--- src/rtl/exe_alu_arbiter.sv ---
// exe_alu_arbiter
//   Shares one execute-stage ALU datapath between NUM_REQ requesters.
//   A round-robin arbiter picks one packed ALU command per cycle and loads
//   it into an issue register that drives the EXE stage. The following
//   cycle the (combinational) EXE outputs are captured with the winner's ID
//   into a response register that has valid/ready backpressure.
//
//   Ports
//     clk, rst_n           clock (rising edge), asynchronous active-low reset
//     flush                synchronous pipeline flush, discards in-flight ops
//     req_valid/req_ready  per-requester command handshake
//     req_a/b/immd/ctrl    packed per-requester operands and control
//                          ctrl: [30] RegDst [29:25] rd [24:20] rt
//                                [19:14] opcode [13:8] funct [7:3] shamt
//                                [2:1] ALUOp [0] ALUSrc
//     exe_*  (out)         issue register fields to the EXE stage
//     exe_*  (in)          write address, result and flags from the EXE stage
//     rsp_*                registered response with requester ID
//     busy                 issue or response register holds a valid op
//
//   Optional build macro EXE_OVF_TRAP_EN adds ovf_clr (in), ovf_trap and
//   ovf_id (out): a sticky trap on the first overflowing response that
//   stops new grants until cleared.
module exe_alu_arbiter #(
    parameter int NUM_REQ = 4,
    parameter int ID_W    = 2,
    parameter int CTRL_W  = 31
) (
    input  logic                      clk,
    input  logic                      rst_n,
    input  logic                      flush,
    input  logic [NUM_REQ-1:0]        req_valid,
    output logic [NUM_REQ-1:0]        req_ready,
    input  logic [NUM_REQ*32-1:0]     req_a,
    input  logic [NUM_REQ*32-1:0]     req_b,
    input  logic [NUM_REQ*32-1:0]     req_immd,
    input  logic [NUM_REQ*CTRL_W-1:0] req_ctrl,
    output logic [31:0]               exe_a,
    output logic [31:0]               exe_b,
    output logic [31:0]               exe_immd,
    output logic [5:0]                exe_opcode,
    output logic [5:0]                exe_funct,
    output logic [4:0]                exe_shamt,
    output logic [1:0]                exe_aluop,
    output logic                      exe_alusrc,
    output logic                      exe_regdst,
    output logic [4:0]                exe_rd_addr,
    output logic [4:0]                exe_rt_addr,
    input  logic [4:0]                exe_write_addr,
    input  logic [31:0]               exe_result,
    input  logic                      exe_overflow,
    input  logic                      exe_zero,
    output logic                      rsp_valid,
    input  logic                      rsp_ready,
    output logic [ID_W-1:0]           rsp_id,
    output logic [4:0]                rsp_write_addr,
    output logic [31:0]               rsp_result,
    output logic                      rsp_overflow,
    output logic                      rsp_zero,
    output logic                      busy
`ifdef EXE_OVF_TRAP_EN
    ,
    input  logic                      ovf_clr,
    output logic                      ovf_trap,
    output logic [ID_W-1:0]           ovf_id
`endif
);

    // ---------------------------------------------------------------
    // Per-requester field slices
    // ---------------------------------------------------------------
    logic [31:0]       a_arr    [NUM_REQ];
    logic [31:0]       b_arr    [NUM_REQ];
    logic [31:0]       immd_arr [NUM_REQ];
    logic [CTRL_W-1:0] ctrl_arr [NUM_REQ];

    for (genvar gi = 0; gi < NUM_REQ; gi++) begin : g_slice
        assign a_arr[gi]    = req_a[32*gi +: 32];
        assign b_arr[gi]    = req_b[32*gi +: 32];
        assign immd_arr[gi] = req_immd[32*gi +: 32];
        assign ctrl_arr[gi] = req_ctrl[CTRL_W*gi +: CTRL_W];
    end

    // ---------------------------------------------------------------
    // State
    // ---------------------------------------------------------------
    logic              iss_valid_reg;
    logic [ID_W-1:0]   iss_id_reg;
    logic [31:0]       iss_a_reg;
    logic [31:0]       iss_b_reg;
    logic [31:0]       iss_immd_reg;
    logic [CTRL_W-1:0] iss_ctrl_reg;

    logic              rsp_valid_reg;
    logic [ID_W-1:0]   rsp_id_reg;
    logic [4:0]        rsp_write_addr_reg;
    logic [31:0]       rsp_result_reg;
    logic              rsp_overflow_reg;
    logic              rsp_zero_reg;

    logic [ID_W-1:0]   rr_ptr_reg;
    logic [ID_W-1:0]   rr_ptr_next;

    logic              adv;
    logic              trap_block;

    // Both pipeline registers move together; a stalled response freezes
    // the issue register too, so the EXE inputs stay stable.
    assign adv = ~rsp_valid_reg | rsp_ready;

    // ---------------------------------------------------------------
    // Round-robin arbiter
    //   Requests at or above rr_ptr take precedence; if there are none the
    //   search wraps to the lowest requester. The lowest set bit of the
    //   chosen vector is isolated with v & -v.
    // ---------------------------------------------------------------
    logic [NUM_REQ-1:0] lo_mask;
    logic [NUM_REQ-1:0] upper_valid;
    logic [NUM_REQ-1:0] pick_vec;
    logic [NUM_REQ-1:0] win_onehot;
    logic [NUM_REQ-1:0] grant_vec;
    logic               grant_en;
    logic               grant_any;

    assign lo_mask     = (NUM_REQ'(1) << rr_ptr_reg) - NUM_REQ'(1);
    assign upper_valid = req_valid & ~lo_mask;
    assign pick_vec    = (|upper_valid) ? upper_valid : req_valid;
    assign win_onehot  = pick_vec & (~pick_vec + NUM_REQ'(1));

    // rst_n gates the grant so req_ready is quiet while reset is held.
    assign grant_en  = rst_n & adv & ~flush & ~trap_block;
    assign grant_vec = grant_en ? win_onehot : '0;
    assign grant_any = |grant_vec;
    assign req_ready = grant_vec;

    logic [ID_W-1:0]   win_id;
    logic [31:0]       win_a;
    logic [31:0]       win_b;
    logic [31:0]       win_immd;
    logic [CTRL_W-1:0] win_ctrl;

    // One-hot select; at most one bit of win_onehot is set.
    always_comb begin
        win_id   = '0;
        win_a    = '0;
        win_b    = '0;
        win_immd = '0;
        win_ctrl = '0;
        for (int i = 0; i < NUM_REQ; i++) begin
            if (win_onehot[i]) begin
                win_id   = ID_W'(i);
                win_a    = a_arr[i];
                win_b    = b_arr[i];
                win_immd = immd_arr[i];
                win_ctrl = ctrl_arr[i];
            end
        end
    end

    assign rr_ptr_next = (win_id == ID_W'(NUM_REQ - 1)) ? '0 : win_id + ID_W'(1);

    // ---------------------------------------------------------------
    // Issue and response registers
    // ---------------------------------------------------------------
    always_ff @(posedge clk or negedge rst_n) begin
        if (!rst_n) begin
            iss_valid_reg      <= 1'b0;
            iss_id_reg         <= '0;
            iss_a_reg          <= '0;
            iss_b_reg          <= '0;
            iss_immd_reg       <= '0;
            iss_ctrl_reg       <= '0;
            rsp_valid_reg      <= 1'b0;
            rsp_id_reg         <= '0;
            rsp_write_addr_reg <= '0;
            rsp_result_reg     <= '0;
            rsp_overflow_reg   <= 1'b0;
            rsp_zero_reg       <= 1'b0;
            rr_ptr_reg         <= '0;
        end else if (flush) begin
            // Discard everything in flight; data registers and pointer hold.
            iss_valid_reg <= 1'b0;
            rsp_valid_reg <= 1'b0;
        end else if (adv) begin
            rsp_valid_reg <= iss_valid_reg;
            if (iss_valid_reg) begin
                // EXE is combinational on the issue register, so its outputs
                // belong to the op currently in iss.
                rsp_id_reg         <= iss_id_reg;
                rsp_write_addr_reg <= exe_write_addr;
                rsp_result_reg     <= exe_result;
                rsp_overflow_reg   <= exe_overflow;
                rsp_zero_reg       <= exe_zero;
            end
            iss_valid_reg <= grant_any;
            if (grant_any) begin
                iss_id_reg   <= win_id;
                iss_a_reg    <= win_a;
                iss_b_reg    <= win_b;
                iss_immd_reg <= win_immd;
                iss_ctrl_reg <= win_ctrl;
                rr_ptr_reg   <= rr_ptr_next;
            end
        end
    end

    // ---------------------------------------------------------------
    // Overflow trap (optional)
    // ---------------------------------------------------------------
`ifdef EXE_OVF_TRAP_EN
    logic            ovf_trap_reg;
    logic [ID_W-1:0] ovf_id_reg;

    always_ff @(posedge clk or negedge rst_n) begin
        if (!rst_n) begin
            ovf_trap_reg <= 1'b0;
            ovf_id_reg   <= '0;
        end else if (ovf_clr) begin
            ovf_trap_reg <= 1'b0;
            ovf_id_reg   <= '0;
        end else if (!ovf_trap_reg && rsp_valid_reg && rsp_ready && rsp_overflow_reg) begin
            // Only the first offender is recorded until software clears it.
            ovf_trap_reg <= 1'b1;
            ovf_id_reg   <= rsp_id_reg;
        end
    end

    assign trap_block = ovf_trap_reg;
    assign ovf_trap   = ovf_trap_reg;
    assign ovf_id     = ovf_id_reg;
`else
    assign trap_block = 1'b0;
`endif

    // ---------------------------------------------------------------
    // Outputs
    // ---------------------------------------------------------------
    assign exe_a       = iss_a_reg;
    assign exe_b       = iss_b_reg;
    assign exe_immd    = iss_immd_reg;
    assign exe_regdst  = iss_ctrl_reg[30];
    assign exe_rd_addr = iss_ctrl_reg[29:25];
    assign exe_rt_addr = iss_ctrl_reg[24:20];
    assign exe_opcode  = iss_ctrl_reg[19:14];
    assign exe_funct   = iss_ctrl_reg[13:8];
    assign exe_shamt   = iss_ctrl_reg[7:3];
    assign exe_aluop   = iss_ctrl_reg[2:1];
    assign exe_alusrc  = iss_ctrl_reg[0];

    assign rsp_valid      = rsp_valid_reg;
    assign rsp_id         = rsp_id_reg;
    assign rsp_write_addr = rsp_write_addr_reg;
    assign rsp_result     = rsp_result_reg;
    assign rsp_overflow   = rsp_overflow_reg;
    assign rsp_zero       = rsp_zero_reg;
    assign busy           = iss_valid_reg | rsp_valid_reg;

endmodule

--- config.mk ---
export PLATFORM = sky130hd
export DESIGN_NAME = exe_alu_arbiter
export DESIGN_NICKNAME = d
export VERILOG_FILES = /design/src/rtl/exe_alu_arbiter.sv
export SDC_FILE = /design/constraint.sdc
export NUM_CORES = 1
export LEC_CHECK = 0
export ABC_AREA = 1
export CAP_MARGIN = 0
export CORE_AREA = 2 2 287 289
export DETAILED_ROUTE_END_ITERATION = 6
export DIE_AREA = 0 0 289 291
export SLEW_MARGIN = 25
export SYNTH_ARGS = -nofsm -noshare
export SYNTH_HDL_FRONTEND = slang
export SYNTH_SLANG_ARGS = --single-unit
--- constraint.sdc ---
create_clock -name clk -period 3.1 [get_ports clk]
set_clock_uncertainty 0.2 [all_clocks]
set_input_delay 0.465 -clock clk [delete_from_list [all_inputs] [get_ports clk]]
set_output_delay 0.465 -clock clk [all_outputs]
set_load 0.01 [all_outputs]
* Yosys cells after proc, flatten, opt, wreduce, memory -nomap -nowiden
Cells that the tools add are included.
** Storage, ports and cells
- Memories :: 0
- Input bits :: 555
- Memory bits (read-only) :: 0
- Word-level logic and storage cells :: 59
- Bits in registers :: 174
- Bits in writable memories :: 0
- Bits in latches :: 0
- Output and inout port bits :: 174
** Cells by class
- Reduce and logical (&&, ||, !) cells :: 5
- Div/mod/pow operators :: 0
- $lt $le $gt $ge :: 0
- Equal/unequal tests :: 1
- Multiplexer cells :: 26
- Multipliers :: 0
- Shift-type cells :: 1
- $add $sub $neg :: 3
- Bitwise operators :: 10
** Operator list (number)
- 32-bit two-way mux :: 12
- 31-bit two-way mux :: 4
- 4-bit bitwise AND :: 2
- 4-bit two-way mux :: 2
- 4-bit NOT :: 2
- 4-bit OR reduction :: 2
- 2-bit two-way mux :: 3
- 3-bit AND reduction :: 2
- 1-bit two-way mux :: 5
- 4-bit by 1-bit adder with 4-bit output, second input constant :: 1
- 1-bit by 2-bit left shift with 4-bit output, first input constant :: 1
- 4-bit by 2-bit subtractor with 4-bit output, second input constant :: 1
- 2-bit by 1-bit adder with 2-bit output, second input constant :: 1
- 1-bit bitwise AND :: 2
- 2-bit == test, second input constant :: 1
- 1-bit NOT :: 2
- 1-bit OR :: 2
- 2-bit nonzero test :: 1

* Longest topological paths before layout
Gate-level depths: netlist of the first run.
- Depth in word-level cells :: 14
- Mapped depth :: 12
- Mapped depth without buffers :: 10

* Worst setup path after synthesis of the first run
Ideal clock, no wire load.
- Kind :: in2out
- From :: input port req_valid[0]
- To :: output port req_ready[2]
- Required time :: 2.435 ns
- Path buffers :: 2
- Setup slack :: 0.946 ns
- Data arrival time :: 1.489 ns
- Stages :: 6
- Cells stage by stage :: nand3_1 > nand4_1 > nand2_1 > buf_4 > buf_2 > nor4_1
** Between the ends
- Longest elaborated chain between the ends :: 7
** RTL lines
- start: declaration :: RTL line 32 : input logic [NUM_REQ-1:0] req_valid,
- 4-bit bitwise AND :: RTL line 126 : assign upper_valid = req_valid & ~lo_mask;
- 4-bit OR reduction :: RTL line 127 : assign pick_vec = (|upper_valid) ? upper_valid : req_valid;
- 4-bit two-way mux (*) :: RTL line 127
- 4-bit NOT :: RTL line 128 : assign win_onehot = pick_vec & (~pick_vec + NUM_REQ'(1));
- 4-bit by 1-bit adder with 4-bit output :: RTL line 128
- 4-bit bitwise AND (*) :: RTL line 128
- 4-bit two-way mux (*) :: RTL line 132 : assign grant_vec = grant_en ? win_onehot : '0;
- end: declaration :: RTL line 33 : output logic [NUM_REQ-1:0] req_ready,
Every way passes the cells marked *; elsewhere a longest branch is shown, timed or not.

* Worst setup path in the final report of the first run
- From :: input port req_valid[0]
- To :: output port req_ready[3]
Same word-level chain as after synthesis.

==> metrics, run 1 <==
status completed; Syn Std Cell Area 0.01108 mm²; Syn Inst Count 1663; io pins 729; simple-gate share of the synthesized area 45.56%; via count 13886; Critical Path End Type primary output; post-synthesis compound-gate area fraction 0.6660%; mux share of post-synthesis cell area 4.064%; grt total ovfl 0; vias in the first global route 13798; overall power 14.98 mW; DP Cell Count 3376; # port buffers 728; area delta synth->final 83.81%; relative slew slack 44.22%; die footprint 0.08410 mm²; Syn Area/Cell 6.665 µm²; count of different cell masters after synthesis 23; Fin Hold WS 0.2793 ns; first-pass GRT wire length 91.89 mm; CP required 2.43 ns; final period utilization 96.98%; Post-DP HPWL 49.52 mm; largest family of logic cells by synthesized area simple AND/OR/NAND/NOR gates; Num CTS Buffers 17; Critical Path AT 2.34 ns; Root Driver clkbuf_16; H-tree depth 4; final wirelength 64.22 mm; leak pwr 9.201 nW; largest net degree at the start of global routing 107; insertion delay to the later sink of the worst-skew pair 0.48 ns; Final nets 2881; pwr/cell area 735.3 mW/mm²; CP startpoint kind primary input; drt pass-1 iters 5; Seq. cell area 0.004354 mm²; Yosys top cell area share 39.28%; Post-DRT Antenna Nets 0; Yosys reg bits 174; share of layout cells above drive strength 1 5.772%; RSZ-0062 raised after global routing true; min cycle time layout 3.006 ns; non-filler cells, final 3411; Initial Utilization 13.65%; initial antenna violation count 22; Worst Setup Slack, final 0.09364 ns; Syn Nets 2218; internal power 8.372 mW; sw power 6.608 mW; Synth area leader dfrtp_1; Slew Viols, Final 0; Hold Crit Class reg2reg; CP Class in2out; Worst-Margin Slew 0.8366 ns; starting DRC count in detailed routing 570; Place WS -0.03053 ns; Clock Tree Buf Depth 2; max-cap violation count 0; Die Ht 291 µm; clk slew on worst S/H paths 0.07 ns; VDD IR-drop max 0.0004354 V; synth top area cells dfrtp_1 39%, nand3_1 23%, nand2_1 22%; multi-input logic area 0.005662 mm²; GP Congestion 0.8865; Seq pwr share 25.5%; f_max 332.6 MHz; clk sink count 174; wire per inst 18.83 µm; die width 289 µm; Max FO, Critical Path 4; Core Box Area 0.08119 mm²; routed vias/inst 4.071; Adder-Cell Fraction of Synth Area 0%; Post-CTS Setup Inserts 0; fill count 8937; CTS tree built; # setup viols final 0; register area share after synthesis 39.28%; clock network power share 16.2%; warning count from the yosys run 0; Post-Synth XOR/XNOR Area 0%; Final Hold Fails 0; total global-route track usage 14.81%; switching share of power 44.11%; FP Rows 105; # DRC 0; combinational share of power 58.3%
==> final cells by class <==
| cell class | instances | share of cell area (%) |
|---|---|---|
| clock buffer | 17 | 2.088 |
| sequential | 174 | 21.37 |
| timing repair buffer | 774 | 38.61 |
| tap | 1070 | 6.571 |
| multi-input combinational | 1222 | 27.79 |
| antenna | 2 | 0.02456 |
| clock inverter | 15 | 1.001 |
| inverter | 137 | 2.549 |
==> per-layer routing <==
metal	share of wire [%]	global-route usage (%)	up-vias
li1	-	-	6671
met1	40	17.29	6482
met2	47	24.36	602
met3	9.6	5.462	103
met4	3.3	5.984	28
met5	0.29	0	-
==> final timing paths <==
path	cells past startpoint	slack, ns	startpoint	to
min in group asynchronous	3	0.46	rst_n	iss_ctrl_reg[13]$_DFFE_PN0P_
worst max register to register	12	0.58	rr_ptr_reg[1]$_DFFE_PN0P_	exe_a[5]$_DFFE_PN0P_
worst min register to register	2	0.28	exe_immd[13]$_DFFE_PN0P_	exe_immd[13]$_DFFE_PN0P_
worst min-delay path	2	0.28	exe_immd[13]$_DFFE_PN0P_	exe_immd[13]$_DFFE_PN0P_
max in group asynchronous	3	1.50	rst_n	exe_immd[29]$_DFFE_PN0P_
worst max-delay path	8	0.09	req_valid[0]	req_ready[3]
==> cell usage after synthesis (all sizes together) <==
library cell	instances
a21oi	2
a31oi	2
buf	99
clkbuf	31
dfrtp	174
inv	137
mux2	40
nand2	646
nand3	514
nand4	2
nor2	5
nor4	1
o211ai	1
o21a	1
o21ai	5
o31ai	1
or2	2
==> power by group through the flow <==
stage          clock network, mW  registers (mW)  logic (mW)
2_1_floorplan                  0            4.26        3.65
3_3_place_gp                   0            3.83        8.83
3_5_place_dp                   0            3.84        8.86
4_1_cts                     2.55            3.82        8.89
5_1_grt                     2.63            3.95        9.56
6_report                    2.42            3.82        8.73
==> cells in the final DEF (no fill, tap or decap), types with 3 or more instances in the layout <==
cell             netlist  layout
clkdlybuf4s50_1        0     724
buf_12                 0      18
clkbuf_16              0      17
nand2_1              645     643
nor2_1                 5       3
inv_1                135     134
mux2_2                40      40
o21ai_0                4       4
dfrtp_1              174     174
buf_4                 15      28
nand3_2                0       3
clkinv_8               0       6
nand3_1              514     511
inv_6                  0       3
inv_12                 0       3
==> metrics by stage <==
| step | util, % | area [µm²] | TNS [ns] |
|---|---|---|---|
| 6_report | 25.09 | 20370 | 0 |
| 5_1_grt | 25.09 | 20370 | -0.03340 |
| 4_1_cts | 25.06 | 20350 | 0 |
| 3_5_place_dp | 24.27 | 19700 | -0.03053 |
| 3_3_place_gp | 24.27 | 19700 | 0 |
| 2_1_floorplan | - | 11080 | 0 |
==> cells by family after synthesis <==
kind of cell           after synthesis
AOI/OAI and AO/OA                   12
buffers and inverters              267
DFF                                174
muxes                               40
and+or+nand+nor                   1170
==> worst max-delay path, stage by stage <==
cell and delay [ns]:
clkdlybuf4s50_1 0.55, nand3_2 0.13, nand4_1 0.22, nand3_2 0.14, nor2_4 0.12, nand2_1 0.06
nor2_1 0.12, clkdlybuf4s50_1 0.54
==> timing repair <==
item / in CTS / in global routing
hold endpoints to repair: 117 / 0
gates cloned: 0 / 0
resized for setup: 1 / 5
endpoints found under the setup margin: 1 / 3
pin swaps: 0 / 1
hold buffers: 1 / 0
No activity file was read; power rests on OpenSTA's default activity.
==> inputs of run 2 (changes only) <==
PLACE_DENSITY_LB_ADDON = 0.05   (was default)
SETUP_SLACK_MARGIN = 0.5   (was default)
==> metrics, run 2 (synthesis gave the netlist of run 1 again) <==
reg-to-reg slack, setup 0.61 ns (+0.03 ns); largest net degree at the start of global routing 104 (-2.8%); Worst Setup Slack, final 0.5199 ns (+0.4263 ns); leak pwr 9.195 nW (about the same); Final nets 2881 (unchanged); Hold Crit Class reg2reg; drt pass-1 iters 6 (+1); f_max 387.6 MHz (+17%); initial antenna violation count 12 (-45%); RSZ-0062 raised after global routing true; first-pass GRT wire length 99.28 mm (+8.0%); R2R cell count 13 (+1); Num CTS Buffers 17 (unchanged); Die Ht 291 µm (unchanged); commonest non-fill, non-tap cell in the layout clkdlybuf4s50_1; Post-DP Area 0.01959 mm² (-0.58%); clk sink count 174 (unchanged); Critical Path AT 1.92 ns (-0.42 ns); max-cap violation count 0 (unchanged); die footprint 0.08410 mm² (unchanged); wire per inst 20.39 µm (+8.3%); Post-DP HPWL 51.14 mm (+3.3%); post-route cell area 0.02045 mm² (+0.37%); via count 13712 (-1.3%); area delta synth->final 84.50%; H-tree depth 4 (unchanged); FP Rows 105 (unchanged); start of the worst register-to-register path rr_ptr_reg[1]$_DFFE_PN0P_; most frequent cells in the layout 722 x clkdlybuf4s50_1, 641 x nand2_1, 510 x nand3_1; R2R Path End exe_b[26]$_DFFE_PN0P_; Final Util 25.19% (+0.094 points); highest routed metal layer met5; Initial Utilization 13.65% (unchanged); share of layout cells above drive strength 1 6.199% (+0.43 points); VDD IR-drop max 0.0006860 V (+58%); total global-route track usage 16.09% (+1.3 points); overall power 15.16 mW (+1.2%); CP required 2.43 ns (about the same); starting DRC count in detailed routing 526 (-7.7%); insertion delay to the later sink of the worst-skew pair 0.49 ns (about the same); pwr/cell area 741.1 mW/mm² (+0.79%); Slew Viols, Final 0 (unchanged); grt total ovfl 0 (unchanged); CP startpoint kind primary input; Clock Tree Buf Depth 2 (unchanged); metal3 WL 5.223 mm (-15%); crit path from req_valid[1]; wire length on met1 27.22 mm (+6.2%); clk slew on worst S/H paths 0.08 ns (about the same); final wirelength 69.60 mm (+8.4%); # setup viols final 0 (unchanged); Place WS -0.08217 ns (-0.05164 ns); GP Congestion 0.8025 (-9.5%); Post-DRT Antenna Nets 0 (unchanged); met2 WL post-DR 36.06 mm (+20%); io pins 729 (unchanged); final period utilization 83.23% (-14 points); relative slew slack 49.94% (+5.7 points); fill count 8987 (+0.56%); vias in the first global route 14521 (+5.2%); Final Hold Fails 0 (unchanged); Worst-Margin Slew 0.7509 ns (-0.08573 ns); min cycle time layout 2.580 ns (-0.4263 ns); Max FO, Critical Path 3 (-1); # DRC 0 (unchanged); die width 289 µm (unchanged); routed vias/inst 4.018 (-1.3%); Worst setup endpoint req_ready[2]; CP Class in2out; # port buffers 728 (unchanged); Critical Path End Type primary output; status completed; Root Driver clkbuf_16; Core Box Area 0.08119 mm² (unchanged); CTS tree built
-- run 2: cell count changes in the layout (fill, tap and decap cells not counted), moves of 3 or more --
| cell | delta |
|---|---|
| buf_6 | +9 |
| nor2_1 | -3 |
| buf_4 | -6 |
| buf_12 | -6 |
| buf_16 | +3 |
-- run 2: worst max-delay path, stage by stage --
cell and delay, ns:
clkdlybuf4s50_1 0.57, a21oi_4 0.09, buf_6 0.12, nand4_1 0.10, nand2_4 0.09, nor4_4 0.24, buf_4 0.16, buf_6 0.09
-- run 2: how the worst min path moves through the flow --
stage / startpoint / endpoint / depth (start not counted)
2_1_floorplan: rst_n / exe_a[0]$_DFFE_PN0P_ / 0
5_1_grt: exe_a[26]$_DFFE_PN0P_ / exe_a[26]$_DFFE_PN0P_ / 2
4_1_cts: rst_n / exe_immd[28]$_DFFE_PN0P_ / 2
6_report: iss_ctrl_reg[20]$_DFFE_PN0P_ / iss_ctrl_reg[20]$_DFFE_PN0P_ / 2
3_3_place_gp: iss_ctrl_reg[12]$_DFFE_PN0P_ / iss_ctrl_reg[12]$_DFFE_PN0P_ / 2
3_5_place_dp: iss_ctrl_reg[20]$_DFFE_PN0P_ / iss_ctrl_reg[20]$_DFFE_PN0P_ / 2
-- run 2: layer usage --
metal	vias to the layer above	track usage, %
li1	6673	-
met1	6546	17.71
met2	421	29.59
met3	56	5.259
met4	16	3.659
met5	-	0
-- run 2: per-stage QoR --
step | hold WS (ns) | TNS, ns | std cells
6_report | 0.2810 | 0 | 3413
5_1_grt | 0.3034 | 0 | 3411
4_1_cts | 0.05908 | 0 | 3405
3_5_place_dp | 0.2637 | -0.08217 | 3367
3_3_place_gp | 0.2616 | -0.1227 | 3367
2_1_floorplan | -0.03059 | 0 | 1663
-- run 2: area by class of cell --
| cell class | instances | area (µm²) | share of cell area, % |
|---|---|---|---|
| flip-flops and latches | 174 | 4354 | 21.29 |
| diodes | 4 | 10.01 | 0.04894 |
| inverters | 137 | 519.2 | 2.539 |
| multi-input cells | 1222 | 5700 | 27.87 |
| well taps | 1070 | 1339 | 6.546 |
| clock buffers | 17 | 425.4 | 2.080 |
| repair buffers | 774 | 7885 | 38.56 |
| clock inverters | 15 | 217.7 | 1.065 |
-- run 2: what timing repair did --
item | 4_1_cts | 5_1_grt
endpoints found under the hold margin | 62 | 39
endpoints found under the setup margin | 4 | 136
setup buffers | 5 | 2
gates cloned | 0 | 1
gates resized for setup | 24 | 16
pin swaps | 9 | 10
hold buffers | 1 | 1
-- run 2: power by group --
| group | internal [mW] | switching, mW | leakage (nW) |
|---|---|---|---|
| registers | 3.27 | 0.536 | 2.18 |
| clock network | 1.13 | 1.30 | 0.309 |
| logic | 4.00 | 4.92 | 6.70 |
| total | 8.40 | 6.75 | 9.20 |
